File: config.mk
export PLATFORM = sky130hd
export DESIGN_NAME = kdtree_load_ctrl
export DESIGN_NICKNAME = d
export VERILOG_FILES = /design/src/rtl/kdtree_load_ctrl.sv
export SDC_FILE = /design/constraint.sdc
export NUM_CORES = 1
export LEC_CHECK = 0
export ABC_AREA = 1
export CORE_UTILIZATION = 35
export CTS_CLUSTER_DIAMETER = 200
export DETAILED_ROUTE_END_ITERATION = 6
export PLACE_DENSITY = 0.6
export SLEW_MARGIN = 10
export SYNTH_ARGS = -nofsm -noshare
export SYNTH_HDL_FRONTEND = slang
export SYNTH_SLANG_ARGS = --single-unit
File: constraint.sdc
create_clock -name clk -period 5.2 [get_ports clk]
set_input_delay 1.56 -clock clk [delete_from_list [all_inputs] [get_ports clk]]
set_output_delay 1.56 -clock clk [all_outputs]
set_load 0.1 [all_outputs]
File: src/rtl/kdtree_load_ctrl.sv
// kdtree_load_ctrl: steers the show-ahead input FIFO stream into the node, leaf and
// query memories, assembling each record into one wide write per record.
module kdtree_load_ctrl #(
   parameter int DATA_WIDTH = 11,
   parameter int PATCH_SIZE = 5,
   parameter int LEAF_SIZE  = 8,
   parameter int NUM_LEAVES = 64,
   parameter int NUM_QUERYS = 494,
   localparam int NUM_NODES = NUM_LEAVES - 1,
   localparam int NODE_AW   = (NUM_NODES  > 1) ? $clog2(NUM_NODES)  : 1,
   localparam int LEAF_AW   = (NUM_LEAVES > 1) ? $clog2(NUM_LEAVES) : 1,
   localparam int SLOT_W    = (LEAF_SIZE  > 1) ? $clog2(LEAF_SIZE)  : 1,
   localparam int QUERY_AW  = (NUM_QUERYS > 1) ? $clog2(NUM_QUERYS) : 1,
   localparam int PW        = PATCH_SIZE * DATA_WIDTH
) (
   input  logic                  clk,
   input  logic                  rst,
   input  logic                  load_start,
   input  logic [DATA_WIDTH-1:0] in_rdata,
   input  logic                  in_rempty_n,
   output logic                  in_deq,
   output logic                  node_wen,
   output logic [NODE_AW-1:0]    node_waddr,
   output logic [2:0]            node_wdim,
   output logic [DATA_WIDTH-1:0] node_wmedian,
   output logic                  leaf_wen,
   output logic [LEAF_AW-1:0]    leaf_waddr,
   output logic [SLOT_W-1:0]     leaf_wslot,
   output logic [PW-1:0]         leaf_wpatch,
   output logic [DATA_WIDTH-1:0] leaf_wpidx,
   output logic                  query_wen,
   output logic [QUERY_AW-1:0]   query_waddr,
   output logic [PW-1:0]         query_wpatch,
   output logic                  busy,
   output logic                  done
);

   localparam int WC_W = $clog2(PATCH_SIZE + 1);

   localparam logic [2:0] S_IDLE  = 3'd0;
   localparam logic [2:0] S_NODE  = 3'd1;
   localparam logic [2:0] S_LEAF  = 3'd2;
   localparam logic [2:0] S_QUERY = 3'd3;
   localparam logic [2:0] S_DONE  = 3'd4;

   localparam logic [WC_W-1:0]     WC_NODE_LAST  = WC_W'(1);
   localparam logic [WC_W-1:0]     WC_LEAF_LAST  = WC_W'(PATCH_SIZE);
   localparam logic [WC_W-1:0]     WC_QUERY_LAST = WC_W'(PATCH_SIZE - 1);
   localparam logic [NODE_AW-1:0]  NODE_LAST     = NODE_AW'(NUM_NODES - 1);
   localparam logic [LEAF_AW-1:0]  LEAF_LAST     = LEAF_AW'(NUM_LEAVES - 1);
   localparam logic [SLOT_W-1:0]   SLOT_LAST     = SLOT_W'(LEAF_SIZE - 1);
   localparam logic [QUERY_AW-1:0] QUERY_LAST    = QUERY_AW'(NUM_QUERYS - 1);

   logic [2:0]          state;
   logic [WC_W-1:0]     wc;
   logic [NODE_AW-1:0]  node_cnt;
   logic [LEAF_AW-1:0]  leaf_cnt;
   logic [SLOT_W-1:0]   slot_cnt;
   logic [QUERY_AW-1:0] query_cnt;
   logic [PW-1:0]       asm_q;
   logic [PW-1:0]       asm_next;

   assign busy   = (state == S_NODE) || (state == S_LEAF) || (state == S_QUERY);
   assign in_deq = busy & in_rempty_n;

   // Head word lands in slot wc; the leaf index word (wc == PATCH_SIZE) matches no slot.
   for (genvar k = 0; k < PATCH_SIZE; k++) begin : g_asm
      assign asm_next[k*DATA_WIDTH +: DATA_WIDTH] =
         (wc == WC_W'(k)) ? in_rdata : asm_q[k*DATA_WIDTH +: DATA_WIDTH];
   end

   always_ff @(posedge clk) begin
      if (rst) begin
         state        <= S_IDLE;
         wc           <= '0;
         node_cnt     <= '0;
         leaf_cnt     <= '0;
         slot_cnt     <= '0;
         query_cnt    <= '0;
         asm_q        <= '0;
         done         <= 1'b0;
         node_wen     <= 1'b0;
         node_waddr   <= '0;
         node_wdim    <= '0;
         node_wmedian <= '0;
         leaf_wen     <= 1'b0;
         leaf_waddr   <= '0;
         leaf_wslot   <= '0;
         leaf_wpatch  <= '0;
         leaf_wpidx   <= '0;
         query_wen    <= 1'b0;
         query_waddr  <= '0;
         query_wpatch <= '0;
      end else begin
         node_wen  <= 1'b0;
         leaf_wen  <= 1'b0;
         query_wen <= 1'b0;
         case (state)
            S_IDLE, S_DONE: begin
               if (load_start) begin
                  state     <= S_NODE;
                  done      <= 1'b0;
                  wc        <= '0;
                  node_cnt  <= '0;
                  leaf_cnt  <= '0;
                  slot_cnt  <= '0;
                  query_cnt <= '0;
               end
            end
            S_NODE: begin
               if (in_rempty_n) begin
                  asm_q <= asm_next;
                  if (wc == WC_NODE_LAST) begin
                     wc           <= '0;
                     node_wen     <= 1'b1;
                     node_waddr   <= node_cnt;
                     node_wdim    <= asm_q[2:0];
                     node_wmedian <= in_rdata;
                     if (node_cnt == NODE_LAST) begin
                        node_cnt <= '0;
                        state    <= S_LEAF;
                     end else begin
                        node_cnt <= node_cnt + 1'b1;
                     end
                  end else begin
                     wc <= wc + 1'b1;
                  end
               end
            end
            S_LEAF: begin
               if (in_rempty_n) begin
                  asm_q <= asm_next;
                  if (wc == WC_LEAF_LAST) begin
                     wc          <= '0;
                     leaf_wen    <= 1'b1;
                     leaf_waddr  <= leaf_cnt;
                     leaf_wslot  <= slot_cnt;
                     leaf_wpatch <= asm_q;
                     leaf_wpidx  <= in_rdata;
                     if (slot_cnt == SLOT_LAST) begin
                        slot_cnt <= '0;
                        if (leaf_cnt == LEAF_LAST) begin
                           leaf_cnt <= '0;
                           state    <= S_QUERY;
                        end else begin
                           leaf_cnt <= leaf_cnt + 1'b1;
                        end
                     end else begin
                        slot_cnt <= slot_cnt + 1'b1;
                     end
                  end else begin
                     wc <= wc + 1'b1;
                  end
               end
            end
            S_QUERY: begin
               if (in_rempty_n) begin
                  asm_q <= asm_next;
                  if (wc == WC_QUERY_LAST) begin
                     wc           <= '0;
                     query_wen    <= 1'b1;
                     query_waddr  <= query_cnt;
                     query_wpatch <= asm_next;
                     if (query_cnt == QUERY_LAST) begin
                        query_cnt <= '0;
                        state     <= S_DONE;
                        done      <= 1'b1;
                     end else begin
                        query_cnt <= query_cnt + 1'b1;
                     end
                  end else begin
                     wc <= wc + 1'b1;
                  end
               end
            end
            default: state <= S_IDLE;
         endcase
      end
   end

endmodule

==> results.cfg <==
[outcome]
outcome = completed

[power]
total_power_uw = 5580
p_leak_uw = 0.00519
vdd.ir_drop.worst_uv = 244
powerDensity_mw_per_mm2 = 435

[placement]
place_worst_setup_slack_ns = 0.837
place.detailed.hpwl_mm = 18.6
gp_congestion = 0.846
port-buffer-count = 179
place_area_mm2 = 0.0118

[synth]
yosys.area.top_type_share_pct = 50.6
avgSynthCellArea_um2 = 7.35
synth-async-reset-ratio_pct = 0
synth_enable_flop_cells = 0
mappedNetlistArea_mm2 = 0.00981
synth.largest_area_cell = sky130_fd_sc_hd__dfxtp_1
post_synth_inst_count = 1334
synth_warnings = 0
synth_flop_cell = sky130_fd_sc_hd__dfxtp_1
synth.cells.most_frequent = sky130_fd_sc_hd__nor2_1, sky130_fd_sc_hd__o21ai_0, sky130_fd_sc_hd__dfxtp_1, sky130_fd_sc_hd__nand2_1, sky130_fd_sc_hd__a21oi_1
ys_seq_area_share_pct = 50.6
ff_latch_count_synth = 248
most_frequent_cell_after_synthesis = sky130_fd_sc_hd__nor2_1
synthDistinctLibCells = 27
mappedNetlistNets = 1361
netlist_top_cells_area = sky130_fd_sc_hd__dfxtp_1, sky130_fd_sc_hd__o21ai_0, sky130_fd_sc_hd__nor2_1

[finish]
nFillCells = 2678
proportion_of_layout_cells_with_a_drive_suffix_above_1_pct = 5.10
post_route_cell_area_mm2 = 0.0128
syn_to_final_growth_pct = 30.8
final_nets = 1496
diodes = 0

[detailed_routing]
detailroute.via_count = 9012
detailedRoute.firstIterationViolations = 635
detail_route.vias_per_cell = 4.84
routedWlPerCell_um = 15.6
detail_route.first_pass.iterations = 5
number_of_remaining_drc_errors = 0
route.final.wire_length_mm = 29.0
postRouteAntennaNets = 0

[floorplanning]
initial_core_util_pct = 36.0
std_cell_rows = 60
height_of_the_chip_um = 169
fp.coreArea_mm2 = 0.0273
design.die.area_mm2 = 0.0287
die_width_um = 169
io_pins = 180

[timing]
fin_setup_tns_ns = 0
max_freq_mhz = 228
final-hold-violation-count = 0
fin_skew_ns = 0.0139
slew_of_the_pin_with_the_lowest_slew_margin_ns = 1.06
setup_repair_after_global_routing_missed_its_margin = no
timing.final.ws_setup_ns = 0.819
max_slew_margin_pct = 28.8
min_period_ns = 4.38
finalSetupViolations = 0
layout_worst_path_cycle_share_pct = 84.2
maxSlewViolCount = 0

[grt]
grt_pass1_vias = 8197
gr-usage-all-layers_pct = 20.0
antenna_found_initial = 1
global_route_wire_length_before_repair_mm = 45.5
globalRouteOverflowTotal = 0
largest_net_degree_at_the_start_of_global_routing = 110

[worst_setup_path]
rrSetupSlack_ns = 2.62
crit_path_max_fanout = 7
end_kind = primary output
critical_path_arrival_ns = 2.82
critPathLaunchType = input pin
cp_data_required_time_ns = 3.64
cp_class = input pin to primary output

[worst_hold_path]
min_path_type = flop to flop

[clocking]
cts.root.buffer_cell = sky130_fd_sc_hd__clkbuf_16
cts_max_level = 1
ctsHoldBuffers = 0
post_cts_gate_resize_count = 0
clkSlewWorstSetupHoldPaths_ns = 0.06
clock_insertion_delay_at_the_later_pin_of_the_skew_report_ns = 0.53
numClockSinks = 248
cts-root-to-sink-buffers = 3
cts_tree = done
postCtsSetupRepairBufs = 0
cts_made_buffers = 27

[run]
drv.max_cap_violation_count = 0
## layout by cell type (no fill, tap or decap), types with 3 or more instances in the layout
master                              n
sky130_fd_sc_hd__o21ai_1            7
sky130_fd_sc_hd__dfxtp_1          248
sky130_fd_sc_hd__clkdlybuf4s50_1  178
sky130_fd_sc_hd__nand3_1           26
sky130_fd_sc_hd__buf_12             3
sky130_fd_sc_hd__clkbuf_16         27
sky130_fd_sc_hd__a21oi_1           82
sky130_fd_sc_hd__ha_1              12
sky130_fd_sc_hd__inv_1             67
sky130_fd_sc_hd__inv_2              6
sky130_fd_sc_hd__nor3_1             4
sky130_fd_sc_hd__nand4_1            5
sky130_fd_sc_hd__nor2_1           353
sky130_fd_sc_hd__clkbuf_1           3
sky130_fd_sc_hd__nor2_2             3
sky130_fd_sc_hd__o21ai_0          280
sky130_fd_sc_hd__clkbuf_8           7
sky130_fd_sc_hd__buf_4              7
sky130_fd_sc_hd__nand2_1          144
sky130_fd_sc_hd__clkinv_2           4
sky130_fd_sc_hd__bufinv_16          7
## power breakdown
part,leakage [uW],internal [uW],switching [uW]
clock,0.000510,1400,776
combinational,0.00268,335,852
sequential,0.00201,2070,147
total,0.00519,3800,1770
## per-layer routing
layer	routed length, um	share of wire (%)	vias up	track usage (%)
met2	12700	44	243	31.3
met1	13700	47	4139	28.1
met4	310	1.1	2	3.17
met5	12	0.041	-	0
met3	2220	7.7	25	4.85
li1	-	-	4603	-
## state kept, by name (all words and copies together), names as in the netlist, 9 cells and up
name and cells:
query_waddr 9, query_wpatch 55, leaf_wpidx 11, node_wmedian 11
query_cnt 9, asm_q 55, leaf_wpatch 55
## per-stage QoR
step                std cells  hold WS (ns)  utilization, %
finish                   1862         0.477            47.1
global route             1862         0.495            47.1
floorplan                1334         0.444               -
CTS                      1862         0.476            47.1
detailed placement       1812         0.467            43.3
global placement         1812         0.463            43.3
## layout make-up
type | count | area, um2 | share of cell area [%]
clock buffer | 37 | 783 | 6.10
clock inverter | 13 | 248 | 1.93
inverter | 74 | 280 | 2.18
multi-input combinational | 930 | 4200 | 32.7
sequential | 248 | 4960 | 38.7
tap | 372 | 465 | 3.63
timing repair buffer | 188 | 1890 | 14.8
## critical path, stage by stage
cell and delay, ns:
sky130_fd_sc_hd__clkdlybuf4s50_1 0.49, sky130_fd_sc_hd__inv_1 0.17, sky130_fd_sc_hd__nor3_4 0.36, sky130_fd_sc_hd__buf_12 0.22
## cells by family after synthesis
kind of cell	count (synthesis)	synth area share, %
fa+ha+maj	12	1.53
buf+inv	156	6.68
flops	248	50.6
compound gates	371	19.0
xor+xnor	2	0.179
simple gates	545	22.0
## path summary, 6_finish.rpt
check / from / to / cells after the start
max: in_rempty_n / in_deq / 4
min: asm_q[37] / leaf_wpatch[37] / 2
max reg2reg: wc[0] / query_wpatch[26] / 9
min reg2reg: asm_q[37] / leaf_wpatch[37] / 2
(Power assumes the default switching activity.)
